==> config.mk <==
export PLATFORM = sky130hd
export DESIGN_NAME = mini_alu_16bit_div
export DESIGN_NICKNAME = d
export VERILOG_FILES = /design/src/rtl/mini_alu_16bit_div_pkg.sv /design/src/rtl/mini_alu_16bit_div_step.sv /design/src/rtl/mini_alu_16bit_div.sv
export SDC_FILE = /design/constraint.sdc
export NUM_CORES = 1
export LEC_CHECK = 0
export CAP_MARGIN = 20
export CORE_ASPECT_RATIO = 0.5
export CORE_UTILIZATION = 58
export CTS_CLUSTER_DIAMETER = 120
export DETAILED_ROUTE_END_ITERATION = 8
export GPL_TIMING_DRIVEN = 0
export PLACE_DENSITY = 0.85
export SYNTH_ARGS = -nofsm -noshare
export SYNTH_HDL_FRONTEND = slang
export SYNTH_SLANG_ARGS = --single-unit
export TNS_END_PERCENT = 5
==> constraint.sdc <==
create_clock -name clk -period 3.77 [get_ports clk]
set_input_delay 0.377 -clock clk [delete_from_list [all_inputs] [get_ports clk]]
set_output_delay 0.377 -clock clk [all_outputs]
set_load 0.01 [all_outputs]
==> src/rtl/mini_alu_16bit_div_pkg.sv <==
// Shared types and constants for the mini ALU sequential divider.
package mini_alu_16bit_div_pkg;

    // Operand and result width.
    localparam int WIDTH = 16;

    // Step counter width: must be able to count WIDTH steps.
    localparam int CNT_W = 5;

    // Divider control states.
    typedef enum logic [1:0] {
        IDLE = 2'd0,
        BUSY = 2'd1,
        DONE = 2'd2
    } state_t;

endpackage

==> src/rtl/mini_alu_16bit_div_step.sv <==
// One restoring-division step: shift in the next dividend bit, then
// subtract the divisor if it fits and report the quotient bit.
module mini_alu_16bit_div_step
    import mini_alu_16bit_div_pkg::*;
#(
    parameter int W = WIDTH
) (
    input  logic [W:0]   prem,
    input  logic         msb,
    input  logic [W-1:0] divisor,
    output logic [W:0]   prem_next,
    output logic         qbit
);

    logic [W+1:0] shifted;
    logic [W+1:0] divisor_ext;

    // Compare and conditionally subtract on a widened copy so the shifted
    // partial remainder never loses its top bit before the comparison.
    always_comb begin
        shifted     = {prem, msb};
        divisor_ext = {2'b00, divisor};
        qbit        = (shifted >= divisor_ext);
        if (qbit) begin
            prem_next = (W + 1)'(shifted - divisor_ext);
        end else begin
            prem_next = shifted[W:0];
        end
    end

endmodule

==> src/rtl/mini_alu_16bit_div.sv <==
// Sequential 16-bit unsigned restoring divider, one quotient bit per clock.
// A start accepted in IDLE or DONE launches WIDTH steps; the result is held
// with valid high until the next accepted start.
module mini_alu_16bit_div
    import mini_alu_16bit_div_pkg::*;
(
    input  logic             clk,
    input  logic             rst,
    input  logic             start,
    input  logic [WIDTH-1:0] X,
    input  logic [WIDTH-1:0] Y,
    output logic             valid,
    output logic [WIDTH-1:0] quot,
    output logic [WIDTH-1:0] rem
);

    state_t             state_reg;
    state_t             state_next;
    logic [CNT_W-1:0]   cnt_reg;
    logic [WIDTH-1:0]   dividend_reg;
    logic [WIDTH-1:0]   divisor_reg;
    logic [WIDTH:0]     prem_reg;
    logic [WIDTH-1:0]   quot_reg;
    logic [WIDTH-1:0]   rem_reg;

    logic [WIDTH:0]     prem_step;
    logic               qbit_step;
    logic               accept;
    logic               last_step;

    // A request is taken whenever the divider is not iterating.
    assign accept    = start && (state_reg != BUSY);
    assign last_step = (state_reg == BUSY) && (cnt_reg == CNT_W'(WIDTH - 1));

    mini_alu_16bit_div_step #(
        .W (WIDTH)
    ) u_step (
        .prem      (prem_reg),
        .msb       (dividend_reg[WIDTH-1]),
        .divisor   (divisor_reg),
        .prem_next (prem_step),
        .qbit      (qbit_step)
    );

    // State register.
    always_ff @(posedge clk or negedge rst) begin
        if (!rst) begin
            state_reg <= IDLE;
        end else begin
            state_reg <= state_next;
        end
    end

    // Next-state logic: accept from IDLE/DONE, finish after the last step.
    always_comb begin
        state_next = state_reg;
        case (state_reg)
            IDLE, DONE: begin
                if (start) begin
                    state_next = BUSY;
                end
            end
            BUSY: begin
                if (last_step) begin
                    state_next = DONE;
                end
            end
            default: state_next = IDLE;
        endcase
    end

    // Datapath: capture operands on accept, iterate while busy, and load the
    // output registers only on the completion edge. The dividend register
    // doubles as the quotient shift register, so it holds the quotient once
    // all dividend bits have been shifted out.
    always_ff @(posedge clk or negedge rst) begin
        if (!rst) begin
            cnt_reg      <= '0;
            dividend_reg <= '0;
            divisor_reg  <= '0;
            prem_reg     <= '0;
            quot_reg     <= '0;
            rem_reg      <= '0;
        end else if (accept) begin
            dividend_reg <= X;
            divisor_reg  <= Y;
            prem_reg     <= '0;
            cnt_reg      <= '0;
        end else if (state_reg == BUSY) begin
            prem_reg     <= prem_step;
            dividend_reg <= {dividend_reg[WIDTH-2:0], qbit_step};
            cnt_reg      <= cnt_reg + CNT_W'(1);
            if (last_step) begin
                quot_reg <= {dividend_reg[WIDTH-2:0], qbit_step};
                rem_reg  <= prem_step[WIDTH-1:0];
            end
        end
    end

    // Outputs come straight from registers; valid is the DONE state itself.
    assign valid = (state_reg == DONE);
    assign quot  = quot_reg;
    assign rem   = rem_reg;

endmodule

# After elaboration in Yosys (flattened, before gate mapping)
# Index checks and enable logic that the tools add are counted.
# word_totals
regBits	88
word_cells	34
# op_classes
add_sub_neg	2
n_lt_le_gt_ge	1
mux	10
eq_ne	6
bitwise	1
reduce_logical	7
# op_table
op	n
$mux 17	3
$mux 16	2
$ge 18x16->1	1
$sub 17x16->17	1
$mux 5	2
$add 5x1->5 const B	1
$eq 5x4->1 const B	1
$mux 2	2
$ne 2x2->1 const B	2
$pmux 2 s2	1
$reduce_and 3->1	1
$eq 2x1->1 const B	1
$eq 2x2->1 const B	1
$logic_and 1x1->1	2
$logic_not 2->1	1
$ne 2x1->1 const B	1
$reduce_and 2->1	1
$reduce_bool 2->1	1
$reduce_or 2->1	1
$not 1->1	1

# Logic depth before layout (Yosys ltp)
# Gate-level depths: netlist (run 1).
# logic_depth
word_depth	4
depth_mapped	12
mapped_depth_nobuf	11

# Cells and area by module
# Synthesis (run 1) repeated with hierarchy kept, for this count alone.
# unflattened
cells_unflattened	436
area_unflattened_um2	4708.3
# modules_own_cells
mod	area_per_inst_um2	cells_each	seq_area_each_um2	instances
mini_alu_16bit_div	3639.7	277	2202.1	1
mini_alu_16bit_div_step	1068.5	159	0.0	1

# Worst setup path before layout (run 1)
# No wires, ideal clock.
# synth_path
path_kind	flip-flop to flip-flop
from	register dividend_reg[15]
to	register prem_reg[16]
setup_ns	0.077
path_slack_ns	1.318
path_buffers	0
stages_incl_launch_ff	12
synth_period_minus_slack_ns	2.452
t_arrival_ns	2.374
path_cell_list	dfrtp_1 inv_1 ha_1 inv_1 fa_1 a21oi_1 o211ai_2 a21oi_2 nor4b_1 or3_1 or3b_1 a21oi_1
# synth_via
elab_chain_cells	4
# synth_lines
element	line_no	rtl
from (decl)	mini_alu_16bit_div.sv:20	logic [WIDTH-1:0] dividend_reg;
from (signal assigned)	mini_alu_16bit_div.sv:91	dividend_reg <= {dividend_reg[WIDTH-2:0], qbit_step};
$sub 17x16->17 or $ge 18x16->1 (tied branches)	mini_alu_16bit_div_step.sv:25, mini_alu_16bit_div_step.sv:23	
$mux 17 (*)	mini_alu_16bit_div_step.sv:24	if (qbit) begin
$mux 17 (*)	mini_alu_16bit_div.sv:89	end else if (state_reg == BUSY) begin
$mux 17 (*)	mini_alu_16bit_div.sv:84	end else if (accept) begin
to (signal assigned)	mini_alu_16bit_div.sv:90	prem_reg <= prem_step;
to (decl)	mini_alu_16bit_div.sv:22	logic [WIDTH:0] prem_reg;
# Mark *: on every way between the ends. The rest lies on a longest branch, timed or not. The select of a mux whose other input is x is not followed.
# A chain may end at the register's enable or synchronous reset.

# Worst setup path after layout (run 1)
# layout_path
from	register dividend_reg[15]
to	register rem_reg[10], in the netlist rem[10]
# layout_via
elab_chain_cells	2
# layout_lines
element	line_no	rtl
$sub 17x16->17 or $ge 18x16->1 (tied branches)	mini_alu_16bit_div_step.sv:25, mini_alu_16bit_div_step.sv:23	
$mux 17 (*)	mini_alu_16bit_div_step.sv:24	
to (signal assigned)	mini_alu_16bit_div.sv:95	rem_reg <= prem_step[WIDTH-1:0];
to (decl)	mini_alu_16bit_div.sv:24	logic [WIDTH-1:0] rem_reg;
# Mark *: on every way between the ends. The rest lies on a longest branch, timed or not.

==> metrics, run 1 <==
Final Hold Viols 0; Fillers 528; skew final 0.00736 ns; post-synth top area cell dfrtp_1; Switching Share 41.3%; top cells by area, synth dfrtp_1 50%, mux2_2 8.1%, mux2i_1 6.8%; Post-CTS Setup Bufs 0; Setup crit end kind register; status finished, final reports clean; flop2flop setup slack 0.91 ns; WL final 9.79 mm; flip-flop count of the largest register after layout 17; worst hold-check path type register to register; Clock power frac 15.1%; Vert. Die Dim 63.9 um; fin crit share around 76%; simple-gate share of the synthesized area 10.5%; Mapped Area 4450 um^2; Clk Latency, worst-skew pair 0.34 ns; CP Cell Sequence inv_1, ha_1, inv_1, fa_1, a21oi_1, o211ai_2, a21oi_2, a211o_1, nand2_4, buf_6, mux2i_1, o21ai_0; combinational power share 54.7%; gr usage total 26.7%; I/O pin cnt about 70; Synth top area share 49.5%; row cnt 22; CTS buffer count 9; share of cells above drive strength 1 11.1%; post-synthesis xor/xnor area fraction between 2 and 3%; Leakage 2.48 nW; post-synthesis adder-cell area fraction 5.52%; crit path launch type register; Slew HR 51.1%; vias in the first global route 3434; dpl cells 587; largest net degree at the start of global routing 59; first-pass GRT wire length between 15 and 20 mm; slowest CP cell fa_1; Worst Path Required 3.97 ns; CTS Sinks 88; Main synth FF type dfrtp_1; asr flop ratio synth 100%; Final GP Congestion 0.896; crit-path most repeated cell inv_1; Top Family by Delay on Critical Path compound AO/OA/AOI/OAI gates; H-tree levels 3; Peak supply drop 402 uV; post-synthesis mux area share 15.2%; CTS tree done; Post-Syn Area per Cell approximately 10 um^2; CP Buf/Inv Count 3; n_diodes 0; warnings from Yosys 0; minimum clock period 2.86 ns; Setup CP Type register to register; fin nets 557; Longest Clk Path Bufs 2; Min Hold Slack 0.475 ns; crit path DAT 3.06 ns; number of synthesized flops with an enable pin 0; vias per cell 5.76; CP Max Fanout 10; via count 3466; Non-Filler Instances approximately 600; Die W between 100 and 150 um; Area Overhead vs Synth 24.6%; antenna violations before repair 0; Final Slew Violations 0; Netlist cell types between 40 and 50; Yosys reg bits about 90; Final setup viols 0; router iterations before antenna repair 4; Final HPWL DP 6.89 mm; DRC violations left 0; clock slew at reported path FFs 0.06 ns; Max Cap Viol 0; actual slew at the worst max-slew pin 0.733 ns; P_int between 3 and 4 mW; Post-DRT Antenna Nets 0; Seq/Total Area, Yosys 49.5%; core area 7380 um^2; die area around 8000 um^2; Synth Area in Compound Gates 12.9%; CP max stage delay 0.41 ns; RSZ-0062 raised after global routing false; Syn Inst Count between 400 and 500; NetSw 2.34 mW; share of power burned in registers a little under a third; Wirelength per Cell around 16 um; Tot Pwr 5.67 mW; Initial Util 60.3%; largest family of logic cells by synthesized area multiplexers; Root Driver clkbuf_16; Mapped Nets 478; initial drt markers 275; GRT Residual Overflow 0; number of buffers added on ports 66; fmax 349 MHz; P per Cell Area 1020 nW/um^2
layer usage:
layer	share of wire [%]	vias up	GRT usage [%]
met4	1.3	0	9.49
met1	48	1710	35.3
met3	5.6	14	8.71
li1	-	1649	-
met2	45	93	41.7
met5	0	-	0
synthesized netlist by cell type, types with 2 or more instances:
cell,n
o31ai_1,2
nand3_1,18
inv_1,23
o21ai_2,2
a31oi_1,2
dfrtp_1,88
a21o_1,4
o211ai_1,2
a21oi_1,20
nand2b_1,3
nand4_1,4
a21oi_2,2
ha_1,18
nor2b_1,2
mux2i_1,30
a211oi_1,2
mux2_2,32
xor2_1,7
xnor2_1,6
nand2_1,46
nor2_1,12
nor3_1,3
clkbuf_1,17
o21ai_0,58
what timing repair did:
item,4_1_cts,5_1_grt
hold buffers,1,0
hold endpoints to repair,30,0
resized for setup,0,0
stage by stage:
step	worst slack [ns]	util, %	area [um^2]	TNS (ns)
2_1_floorplan	1.32	-	4450	0
3_3_place_gp	-0.781	70.8	5230	-68.16
3_5_place_dp	0.962	71.2	5250	0
4_1_cts	0.955	75.1	5540	0
5_1_grt	0.756	75.1	5540	0
6_report	0.907	75.1	5540	0
path summary, 6_finish.rpt:
kind | depth (start not counted) | from | end
setup / recovery | 12 | dividend_reg[15]$_DFFE_PN0P_ | rem[10]$_DFFE_PN0P_
hold / removal | 2 | rem[9]$_DFFE_PN0P_ | rem[9]$_DFFE_PN0P_
setup reg to reg | 12 | dividend_reg[15]$_DFFE_PN0P_ | rem[10]$_DFFE_PN0P_
hold reg to reg | 2 | rem[9]$_DFFE_PN0P_ | rem[9]$_DFFE_PN0P_
max in group asynchronous | 3 | rst | quot[12]$_DFFE_PN0P_
min in group asynchronous | 2 | rst | divisor_reg[14]$_DFFE_PN0P_
cell families after synthesis:
family / count (synthesis)
AO/OA/AOI/OAI: 101
AND/OR/NAND/NOR: 98
flip-flops: 88
multiplexers: 63
buffers and inverters: 42
adder cells (fa/ha/maj): 19
XOR/XNOR: 13
power by group through the flow:
stage	Combinational (mW)	Clock [mW]	Sequential, mW
CTS	3.08	0.867	1.71
floorplan	2.16	0	1.71
finish	3.10	0.858	1.71
global route	3.44	0.910	1.76
global placement	2.93	0	1.70
detailed placement	3.05	0	1.71
final cells by class:
type	count	area, um^2	area share, %
inverters	23	86.3	1.56
repair buffers	68	696	12.6
flip-flops and latches	88	2200	39.8
well taps	96	120	2.17
multi-input cells	294	2080	37.5
plain buffers	19	78.8	1.42
clock inverters	3	45.0	0.813
clock buffers	11	233	4.20
worst register-to-register path: stages, from the launching register on:
cell	delay, ns
dfrtp_1	0.38
inv_1	0.07
ha_1	0.17
inv_1	0.06
fa_1	0.41
a21oi_1	0.32
o211ai_2	0.14
a21oi_2	0.26
a211o_1	0.23
nand2_4	0.15
buf_6	0.21
mux2i_1	0.22
o21ai_0	0.11
cell usage in the layout, fill, tap and decap left out, types with 2 or more instances in the layout:
cell,Yosys,layout
nand4_1,4,4
a21o_1,4,4
nand2b_1,3,3
o31ai_1,2,2
a21oi_2,2,2
clkbuf_1,17,19
a31oi_1,2,2
o21ai_0,58,58
nor2_1,12,12
a211oi_1,2,2
a21oi_1,20,20
o21ai_2,2,2
inv_1,23,23
nor2b_1,2,2
clkdlybuf4s50_1,0,65
mux2i_1,30,30
dfrtp_1,88,88
xor2_1,7,7
ha_1,18,18
mux2_2,32,32
nor3_1,3,3
nand2_1,46,46
clkbuf_16,0,9
o211ai_1,2,2
clkinvlp_4,0,2
xnor2_1,6,6
nand3_1,18,18
No activity file was read; power rests on OpenSTA's default activity.
==> run 2: changes to the inputs <==
Settings changed: CORE_UTILIZATION 58 to 49, PLACE_DENSITY 0.85 to 0.76.
Clock period 3.77 ns to 2.4 ns, I/O delays scaled along.
==> run 2 against run 1 <==
Compared with the run above:
- sequential power is 59% higher
- final cell count grew 4.3%
- critical path depth decreased by 1
- largest power group unchanged
- the flow now finishes with violations (negative setup slack)
- clock power grew 55%
==> metrics, run 2 (same netlist as run 1, synthesis figures left out) <==
Min Hold Slack approximately 0.38 ns; Longest Clk Path Bufs 2; CTS buffer count 9; Setup CP Type register to register; failing checks negative setup slack; commonest non-fill, non-tap cell in the layout dfrtp_1; skew final 0.0104 ns; vias in the first global route around 3500; CTS Sinks just under 90; Final HPWL DP 7.11 mm; dpl cells slightly above 600; antenna violations before repair 0; met1 Track Usage GR 33.3%; Final Hold Viols 0; Non-Filler Instances ~630; router iterations before antenna repair 5; Peak supply drop 650 uV; largest net degree at the start of global routing slightly below 60; CP Max Fanout 3; GRT busiest layer met2; Setup TNS Final -0.402 ns; clock slew at reported path FFs 0.07 ns; core area 8770 um^2; Setup crit end kind register; fin worst setup slack -0.0904 ns; Final setup viols 14; P per Cell Area between 1500 and 2000 nW/um^2; first-pass GRT wire length between 15 and 20 mm; fmax about 400 MHz; Final Slew Violations 0; share of cells above drive strength 1 roughly 17%; FF-to-FF path depth 11; die area between 9000 and 10000 um^2; Worst Path Required 2.68 ns; met2 global-route usage 35.2%; number of buffers added on ports 66; Wirelength per Cell 16.3 um; n_diodes 0; worst hold-check path type primary input to asynchronous set/reset pin; fin nets 560; Leakage 2.49 nW; minimum clock period 2.49 ns; actual slew at the worst max-slew pin 0.733 ns; GRT Residual Overflow 0; Clk Latency, worst-skew pair 0.35 ns; gr usage total between 20% and 30%; Tot Pwr 9.73 mW; H-tree levels 3; Area Overhead vs Synth 29.3%; row cnt 24; vias per cell ~5.5; Initial Util 50.7%; Max Cap Viol 0; GR Util met3 around 7.2%; worst r2r src dividend_reg[15]$_DFFE_PN0P_; most frequent cells in the layout 88 x dfrtp_1, 65 x clkdlybuf4s50_1, 46 x nand2_1; I/O pin cnt 68; crit path DAT 2.77 ns; Critical Path Source dividend_reg[15]$_DFFE_PN0P_; initial drt markers roughly 270; Root Driver clkbuf_16; RSZ-0062 raised after global routing true; Slew HR 51.1%; flip-flop count of the largest register after layout 17; fin crit share 104%; crit path launch type register; DRC violations left 0; fin util 65.5%; Vert. Die Dim 69.4 um; WL final 10.2 mm; via count approximately 3500; Final GP Congestion 0.863; status finished, violations left; Die W 137 um; Post-DRT Antenna Nets 0; CTS tree done
-- run 2: through the flow --
stage / worst slack [ns] / instance area (um^2)
4_1_cts: -0.106 / 5660
6_report: -0.0904 / 5750
2_1_floorplan: 0.000669 / 4450
5_1_grt: -0.214 / 5750
3_3_place_gp: -2.11 / 5260
3_5_place_dp: -0.315 / 5280
-- run 2: what timing repair did --
item                                   in CTS  in global routing
buffers inserted                            3                  0
pin swaps                                   4                  2
hold buffers                                1                  0
endpoints found under the hold margin      31                  0
resized for setup                          19                 28
setup endpoints to repair                  35                 35
-- run 2: layer usage --
layer	share of wire, %	vias to the layer above
li1	-	1657
met5	0	-
met3	6.2	9
met2	45	97
met4	0.71	0
met1	48	1703
-- run 2: where the power goes --
group | switching, mW | internal [mW] | leakage (nW) | total (mW)
registers | 0.507 | 2.22 | 0.976 | 2.72
clock network | 0.598 | 0.733 | 0.133 | 1.33
logic | 2.95 | 2.73 | 1.39 | 5.68
-- run 2: worst max-delay path, cell delays in order, from the launching register on --
cell and delay (ns):
dfrtp_1 0.40, inv_2 0.08, ha_4 0.13, inv_2 0.03
fa_2 0.36, a21oi_4 0.18, o211ai_2 0.11, a21oi_2 0.18
nor4b_1 0.07, or3_1 0.35, or3b_4 0.39, a21oi_2 0.12
-- run 2: area by class of cell --
class,instances,area [um^2]
Clock inverter,4,30.0
Buffer,19,90.1
Tap cell,117,146
Fill cell,709,3020
Sequential cell,88,2200
Multi-Input combinational cell,294,2210
Inverter,23,86.3
Clock buffer,12,246
Timing Repair Buffer,71,731
-- run 2: worst paths after layout --
kind	endpoint	slack (ns)
max in group asynchronous	quot[7]$_DFFE_PN0P_	1.40
min in group clk	rem[8]$_DFFE_PN0P_	0.48
worst min register to register	rem[8]$_DFFE_PN0P_	0.48
worst max-delay path	prem_reg[16]$_DFFE_PN0P_	-0.09
worst min-delay path	divisor_reg[14]$_DFFE_PN0P_	0.38
worst max register to register	prem_reg[16]$_DFFE_PN0P_	-0.09
